### src/rtl/lsu_pkg.sv
// Shared types for the load/store unit: access-size encoding, FSM states and
// the alignment rule.
package lsu_pkg;

  typedef enum logic [1:0] {
    SZ_BYTE = 2'b00,
    SZ_HALF = 2'b01,
    SZ_WORD = 2'b10,
    SZ_RSVD = 2'b11
  } size_e;

  typedef enum logic [2:0] {
    IDLE = 3'd0,
    RD   = 3'd1,
    WR   = 3'd2,
    RSP  = 3'd3,
    ERR  = 3'd4
  } state_e;

  // Reserved size is always treated as a misaligned access.
  function automatic logic is_misaligned(input size_e size, input logic [1:0] addr_lo);
    logic mis;
    case (size)
      SZ_BYTE: mis = 1'b0;
      SZ_HALF: mis = addr_lo[0];
      SZ_WORD: mis = (addr_lo != 2'b00);
      default: mis = 1'b1;
    endcase
    return mis;
  endfunction

endpackage

### src/rtl/lsu_lane_merge.sv
// Little-endian lane handling: merges store data into a read word and
// extracts/extends load data from it.
module lsu_lane_merge
  import lsu_pkg::*;
(
  input  size_e       i_size,
  input  logic [1:0]  i_addr_lo,
  input  logic        i_unsigned,
  input  logic [31:0] i_wdata,
  input  logic [31:0] i_rdata,
  output logic [31:0] o_merged,
  output logic [31:0] o_extracted
);

  logic [7:0]  w_byte;
  logic [15:0] w_half;

  assign w_byte = i_rdata[{i_addr_lo, 3'b000} +: 8];
  assign w_half = i_rdata[{i_addr_lo[1], 4'b0000} +: 16];

  // Store path: replace the addressed lane(s) of the read word
  always_comb begin
    o_merged = i_rdata;
    case (i_size)
      SZ_BYTE: o_merged[{i_addr_lo, 3'b000} +: 8]     = i_wdata[7:0];
      SZ_HALF: o_merged[{i_addr_lo[1], 4'b0000} +: 16] = i_wdata[15:0];
      SZ_WORD: o_merged = i_wdata;
      default: o_merged = i_rdata;
    endcase
  end

  // Load path: select the addressed lane and sign- or zero-extend it
  always_comb begin
    o_extracted = 32'd0;
    case (i_size)
      SZ_BYTE: o_extracted = {{24{~i_unsigned & w_byte[7]}}, w_byte};
      SZ_HALF: o_extracted = {{16{~i_unsigned & w_half[15]}}, w_half};
      SZ_WORD: o_extracted = i_rdata;
      default: o_extracted = 32'd0;
    endcase
  end

endmodule

### src/rtl/load_store_unit.sv
// Single-outstanding load/store unit; sub-word stores use read-modify-write
// against a memory with one cycle of read latency.
module load_store_unit
  import lsu_pkg::*;
#(
  parameter int ADDR_W = 32
) (
  input  logic              clk,
  input  logic              rst_n,
  input  logic              req_valid,
  output logic              req_ready,
  input  logic              req_we,
  input  logic [1:0]        req_size,
  input  logic              req_unsigned,
  input  logic [ADDR_W-1:0] req_addr,
  input  logic [31:0]       req_wdata,
  output logic              rsp_valid,
  output logic              rsp_err,
  output logic [31:0]       rsp_rdata,
  output logic              mem_write_enable,
  output logic [ADDR_W-1:0] mem_address,
  output logic [31:0]       mem_data_in,
  input  logic [31:0]       mem_data_out
);

  state_e            r_state;
  state_e            w_state_nxt;
  logic              r_live;
  logic              r_we;
  logic              r_unsigned;
  size_e             r_size;
  logic [ADDR_W-1:0] r_addr;
  logic [31:0]       r_wdata;

  logic              w_accept;
  logic              w_misaligned;
  logic [ADDR_W-1:0] w_word_idx;
  logic [31:0]       w_merged;
  logic [31:0]       w_extracted;

  assign w_accept     = req_valid && req_ready;
  assign w_misaligned = is_misaligned(size_e'(req_size), req_addr[1:0]);
  assign w_word_idx   = {2'b00, r_addr[ADDR_W-1:2]};

  lsu_lane_merge u_lane (
    .i_size      (r_size),
    .i_addr_lo   (r_addr[1:0]),
    .i_unsigned  (r_unsigned),
    .i_wdata     (r_wdata),
    .i_rdata     (mem_data_out),
    .o_merged    (w_merged),
    .o_extracted (w_extracted)
  );

  // State register
  always_ff @(posedge clk or negedge rst_n) begin
    if (!rst_n) begin
      r_state <= IDLE;
    end else begin
      r_state <= w_state_nxt;
    end
  end

  // Captured request; r_live holds req_ready low for the first cycle after reset
  always_ff @(posedge clk or negedge rst_n) begin
    if (!rst_n) begin
      r_live     <= 1'b0;
      r_we       <= 1'b0;
      r_unsigned <= 1'b0;
      r_size     <= SZ_BYTE;
      r_addr     <= '0;
      r_wdata    <= 32'd0;
    end else begin
      r_live <= 1'b1;
      if (w_accept) begin
        r_we       <= req_we;
        r_unsigned <= req_unsigned;
        r_size     <= size_e'(req_size);
        r_addr     <= req_addr;
        r_wdata    <= req_wdata;
      end
    end
  end

  // Next-state: aligned word stores skip the read; everything else reads first
  always_comb begin
    w_state_nxt = r_state;
    case (r_state)
      IDLE: begin
        if (!w_accept) begin
          w_state_nxt = IDLE;
        end else if (w_misaligned) begin
          w_state_nxt = ERR;
        end else if (req_we && (size_e'(req_size) == SZ_WORD)) begin
          w_state_nxt = WR;
        end else begin
          w_state_nxt = RD;
        end
      end
      RD:      w_state_nxt = r_we ? WR : RSP;
      WR:      w_state_nxt = IDLE;
      RSP:     w_state_nxt = IDLE;
      ERR:     w_state_nxt = IDLE;
      default: w_state_nxt = IDLE;
    endcase
  end

  // Output decode from the current state
  always_comb begin
    req_ready        = r_live && (r_state == IDLE);
    rsp_valid        = 1'b0;
    rsp_err          = 1'b0;
    rsp_rdata        = 32'd0;
    mem_write_enable = 1'b0;
    mem_address      = '0;
    mem_data_in      = 32'd0;
    case (r_state)
      RD: begin
        mem_address = w_word_idx;
      end
      WR: begin
        mem_address      = w_word_idx;
        mem_write_enable = 1'b1;
        mem_data_in      = w_merged;
        rsp_valid        = 1'b1;
      end
      RSP: begin
        mem_address = w_word_idx;
        rsp_valid   = 1'b1;
        rsp_rdata   = w_extracted;
      end
      ERR: begin
        rsp_valid = 1'b1;
        rsp_err   = 1'b1;
      end
      default: begin
        rsp_valid = 1'b0;
      end
    endcase
  end

endmodule

### config.mk
export PLATFORM = sky130hd
export DESIGN_NAME = load_store_unit
export DESIGN_NICKNAME = d
export VERILOG_FILES = /design/src/rtl/lsu_pkg.sv /design/src/rtl/lsu_lane_merge.sv /design/src/rtl/load_store_unit.sv
export SDC_FILE = /design/constraint.sdc
export NUM_CORES = 1
export LEC_CHECK = 0
export ABC_AREA = 0
export ABC_CLOCK_PERIOD_IN_PS = 2040
export CORE_MARGIN = 1.5
export CORE_UTILIZATION = 35
export DETAILED_ROUTE_END_ITERATION = 7
export GPL_TIMING_DRIVEN = 1
export PLACE_DENSITY = 0.79
export SLEW_MARGIN = 15
export SYNTH_ARGS = -nofsm -noshare
export SYNTH_HDL_FRONTEND = slang
export SYNTH_HIERARCHICAL = 1
export SYNTH_SLANG_ARGS = --single-unit
### constraint.sdc
create_clock -name clk -period 2.04 [get_ports clk]
set_input_delay 0.306 -clock clk [delete_from_list [all_inputs] [get_ports clk]]
set_output_delay 0.306 -clock clk [all_outputs]
set_load 0.02 [all_outputs]
==> impl_metrics.env <==
export IMPL_status="finished, violations left"
export IMPL_violations="negative setup slack"
export IMPL_ys_types=54
export IMPL_die_area_um2=16470
export IMPL_cts_buffers=9
export IMPL_slew_violations=0
export IMPL_route_vias_total=5579
export IMPL_io_pins=203
export IMPL_synth_top_family_by_area="multiplexers"
export IMPL_p_total_w=0.01094
export IMPL_wl_met3_um=1743
export IMPL_skew_ns=0.01100
export IMPL_cts_tree="done"
export IMPL_rsz0062_at_grt="true"
export IMPL_fin_crit_sh_pct=128.6
export IMPL_portBuffers=200
export IMPL_placedCellCount=999
export IMPL_drive_gt1_share_pct=52.57
export IMPL_power_density_nw_per_um2=1152
export IMPL_netlist_top_cell_by_area="dfrtp_1"
export IMPL_synth_xor_area_share_pct=0
export IMPL_seq_area_frac_synth_pct=32.76
export IMPL_cp_start_kind="flip-flop"
export IMPL_fp_coreArea_um2=15260
export IMPL_synth_seq_cells=72
export IMPL_path_class="reg2out"
export IMPL_crit_fanout=7
export IMPL_netlist_instances=525
export IMPL_synth_ff_type="dfrtp_1"
export IMPL_first_global_vias=5689
export IMPL_syn_area_per_cell_um2=10.47
export IMPL_hold_path_class="in2async"
export IMPL_worstPathRequired_ns=1.73
export IMPL_h_tree_depth=3
export IMPL_grt_overflow=0
export IMPL_worstPathArrival_ns=2.32
export IMPL_fmax_mhz=381.1
export IMPL_clkTransAtPathRegs_ns=0.06
export IMPL_fin_nets=940
export IMPL_hpwl_um=13810
export IMPL_cts_sinks=72
export IMPL_first_iter_violations=457
export IMPL_num_rows=45
export IMPL_period_minus_slack_ns=2.624
export IMPL_synth_area_um2=5499
export IMPL_wl_um=20660
export IMPL_antenna_cells=0
export IMPL_pre_cts_slack_ns=-0.7780
export IMPL_layout_setup_ws_ns=-0.5841
export IMPL_hold_viol=0
export IMPL_fin_cells=1048
export IMPL_synth_async_reset_ratio_pct=100.0
export IMPL_antenna_found_initial=0
export IMPL_finalSetupViolCount=64
export IMPL_synth_edff_count=0
export IMPL_vias_per_cell=5.323
export IMPL_routed_top_layer="met4"
export IMPL_crit_path_end_kind="output port"
export IMPL_synth_compound_area_share_pct=16.25
export IMPL_dr_wl_met2_um=9923
export IMPL_synth_fa_ha_area_share_pct=1.138
export IMPL_ant_nets=0
export IMPL_firstDrtPassIters=5
export IMPL_wl_per_cell_um=19.71
export IMPL_max_slew_margin_pct=62.74
export IMPL_grt_pass1_wl_um=30640
export IMPL_m1WireLength_um=8258
export IMPL_synth_mux_area_share_pct=25.51
export IMPL_root_buffer="clkbuf_16"
export IMPL_fp_dieH_um=128.3
export IMPL_grt_usage_pct=24.14
export IMPL_insertion_delay_ns=0.35
export IMPL_place_congestion=0.9253
export IMPL_syn2layout_area_growth_pct=72.72
export IMPL_peakVddDrop_mv=0.5872
export IMPL_synthTopCellsByArea="dfrtp_1, mux2_4, and2_1"
export IMPL_layout_common_cells="clkdlybuf4s50_1, buf_4, buf_6"
export IMPL_leakage_nw=4.629
export IMPL_maxCapViolCount=0
export IMPL_utilization_pct=62.25
export IMPL_drc=0
export IMPL_initial_core_util_pct=36.04
export IMPL_tightest_slew_ns=0.5589
export IMPL_yosys_area_share_simple_pct=18.48
export IMPL_tns_ns=-29.31
export IMPL_clk_path_buf_depth=2
export IMPL_yosys_warnings=6
export IMPL_grt_max_degree=44
export IMPL_die_w_um=128.3
export IMPL_synth_top_area_share_pct=32.76
worst paths after layout:
path / startpoint / to / slack [ns] / cells after the start
hold / removal: rst_n / r_wdata[11] / 0.46 / 2
min in group clk: r_we / r_state[0] / 0.48 / 1
setup reg to reg: r_state[1] / r_addr[22] / 0.18 / 6
hold reg to reg: r_we / r_state[0] / 0.48 / 1
setup / recovery: r_addr[1] / mem_data_in[8] / -0.58 / 11
max in group asynchronous: rst_n / r_addr[31] / 0.97 / 3
power by group:
part           total (W)  internal, W  switching (W)
sequential       0.00242      0.00196       0.000463
clock            0.00157     0.000942       0.000623
combinational    0.00695      0.00378        0.00317
total             0.0109      0.00668        0.00426
metal layers:
metal | track usage (%) | up-vias
met5 | 0 | -
met4 | 10.97 | 0
met3 | 5.904 | 59
met2 | 41.24 | 312
met1 | 28.81 | 2703
li1 | - | 2505
cell families (layout without fill, tap and decap cells):
family / count (synthesis) / in the layout
muxes: 103 / 103
buffers and inverters: 56 / 367
and+or+nand+nor: 173 / 173
DFF: 72 / 72
AOI/OAI and AO/OA: 114 / 114
adders and majority gates: 5 / 5
other: 2 / 3
per-stage QoR:
step | hold WS [ns] | cell area (um2)
6_report | 0.4594 | 9498
5_1_grt | 0.4926 | 9498
4_1_cts | 0.4677 | 9366
2_1_floorplan | 0.01041 | 5589
3_3_place_gp | 0.2878 | 8419
3_5_place_dp | 0.2900 | 8419
state kept, by name, summed over array words and instances (netlist names):
register    count
r_live          1
r_state         3
r_addr         32
r_wdata        32
r_unsigned      1
r_we            1
r_size          2
cell usage after synthesis, types with 3 or more instances:
master and n:
a21o_1 23, a21oi_1 8, a221o_1 6, a221oi_1 7, a222oi_1 10, a22o_1 8, a22oi_1 23, a31oi_1 5
and2_1 95, buf_1 4, buf_2 9, buf_4 3, buf_6 11, clkbuf_1 16, dfrtp_1 72, ha_1 5
inv_1 10, inv_2 3, mux2_1 16, mux2_2 5, mux2_4 69, mux2i_1 13, nand2_1 13, nand2b_1 4
nand3_1 5, nor2_1 25, nor2b_1 6, nor3_1 5, nor4_1 4, o211ai_1 3, o21ai_1 10
repair_timing:
item | CTS | global route
gates resized for setup | 513 | 102
gates cloned | 1 | 0
hold buffers | 1 | 0
endpoints found under the hold margin | 29 | 0
buffers inserted | 27 | 9
endpoints found under the setup margin | 96 | 96
pin swaps | 27 | 30
area by class of cell:
type                       instances  area, um2
fill                            1153       5761
multi-input combinational        398       3914
timing repair buffer             338       3168
sequential                        72       1807
tap                              211      264.0
clock buffer                      12      236.5
inverter                          13      63.81
clock inverter                     4      45.04
critical path, cell delays in order (launching register included):
cell and delay, ns:
dfrtp_2 0.43, buf_12 0.13, clkinv_8 0.06, ha_4 0.16, nor4_4 0.23, and4_1 0.25, buf_6 0.16, buf_6 0.11
nand2_2 0.04, o211ai_1 0.11, and2_4 0.18, buf_6 0.11
(Power assumes the default switching activity.)
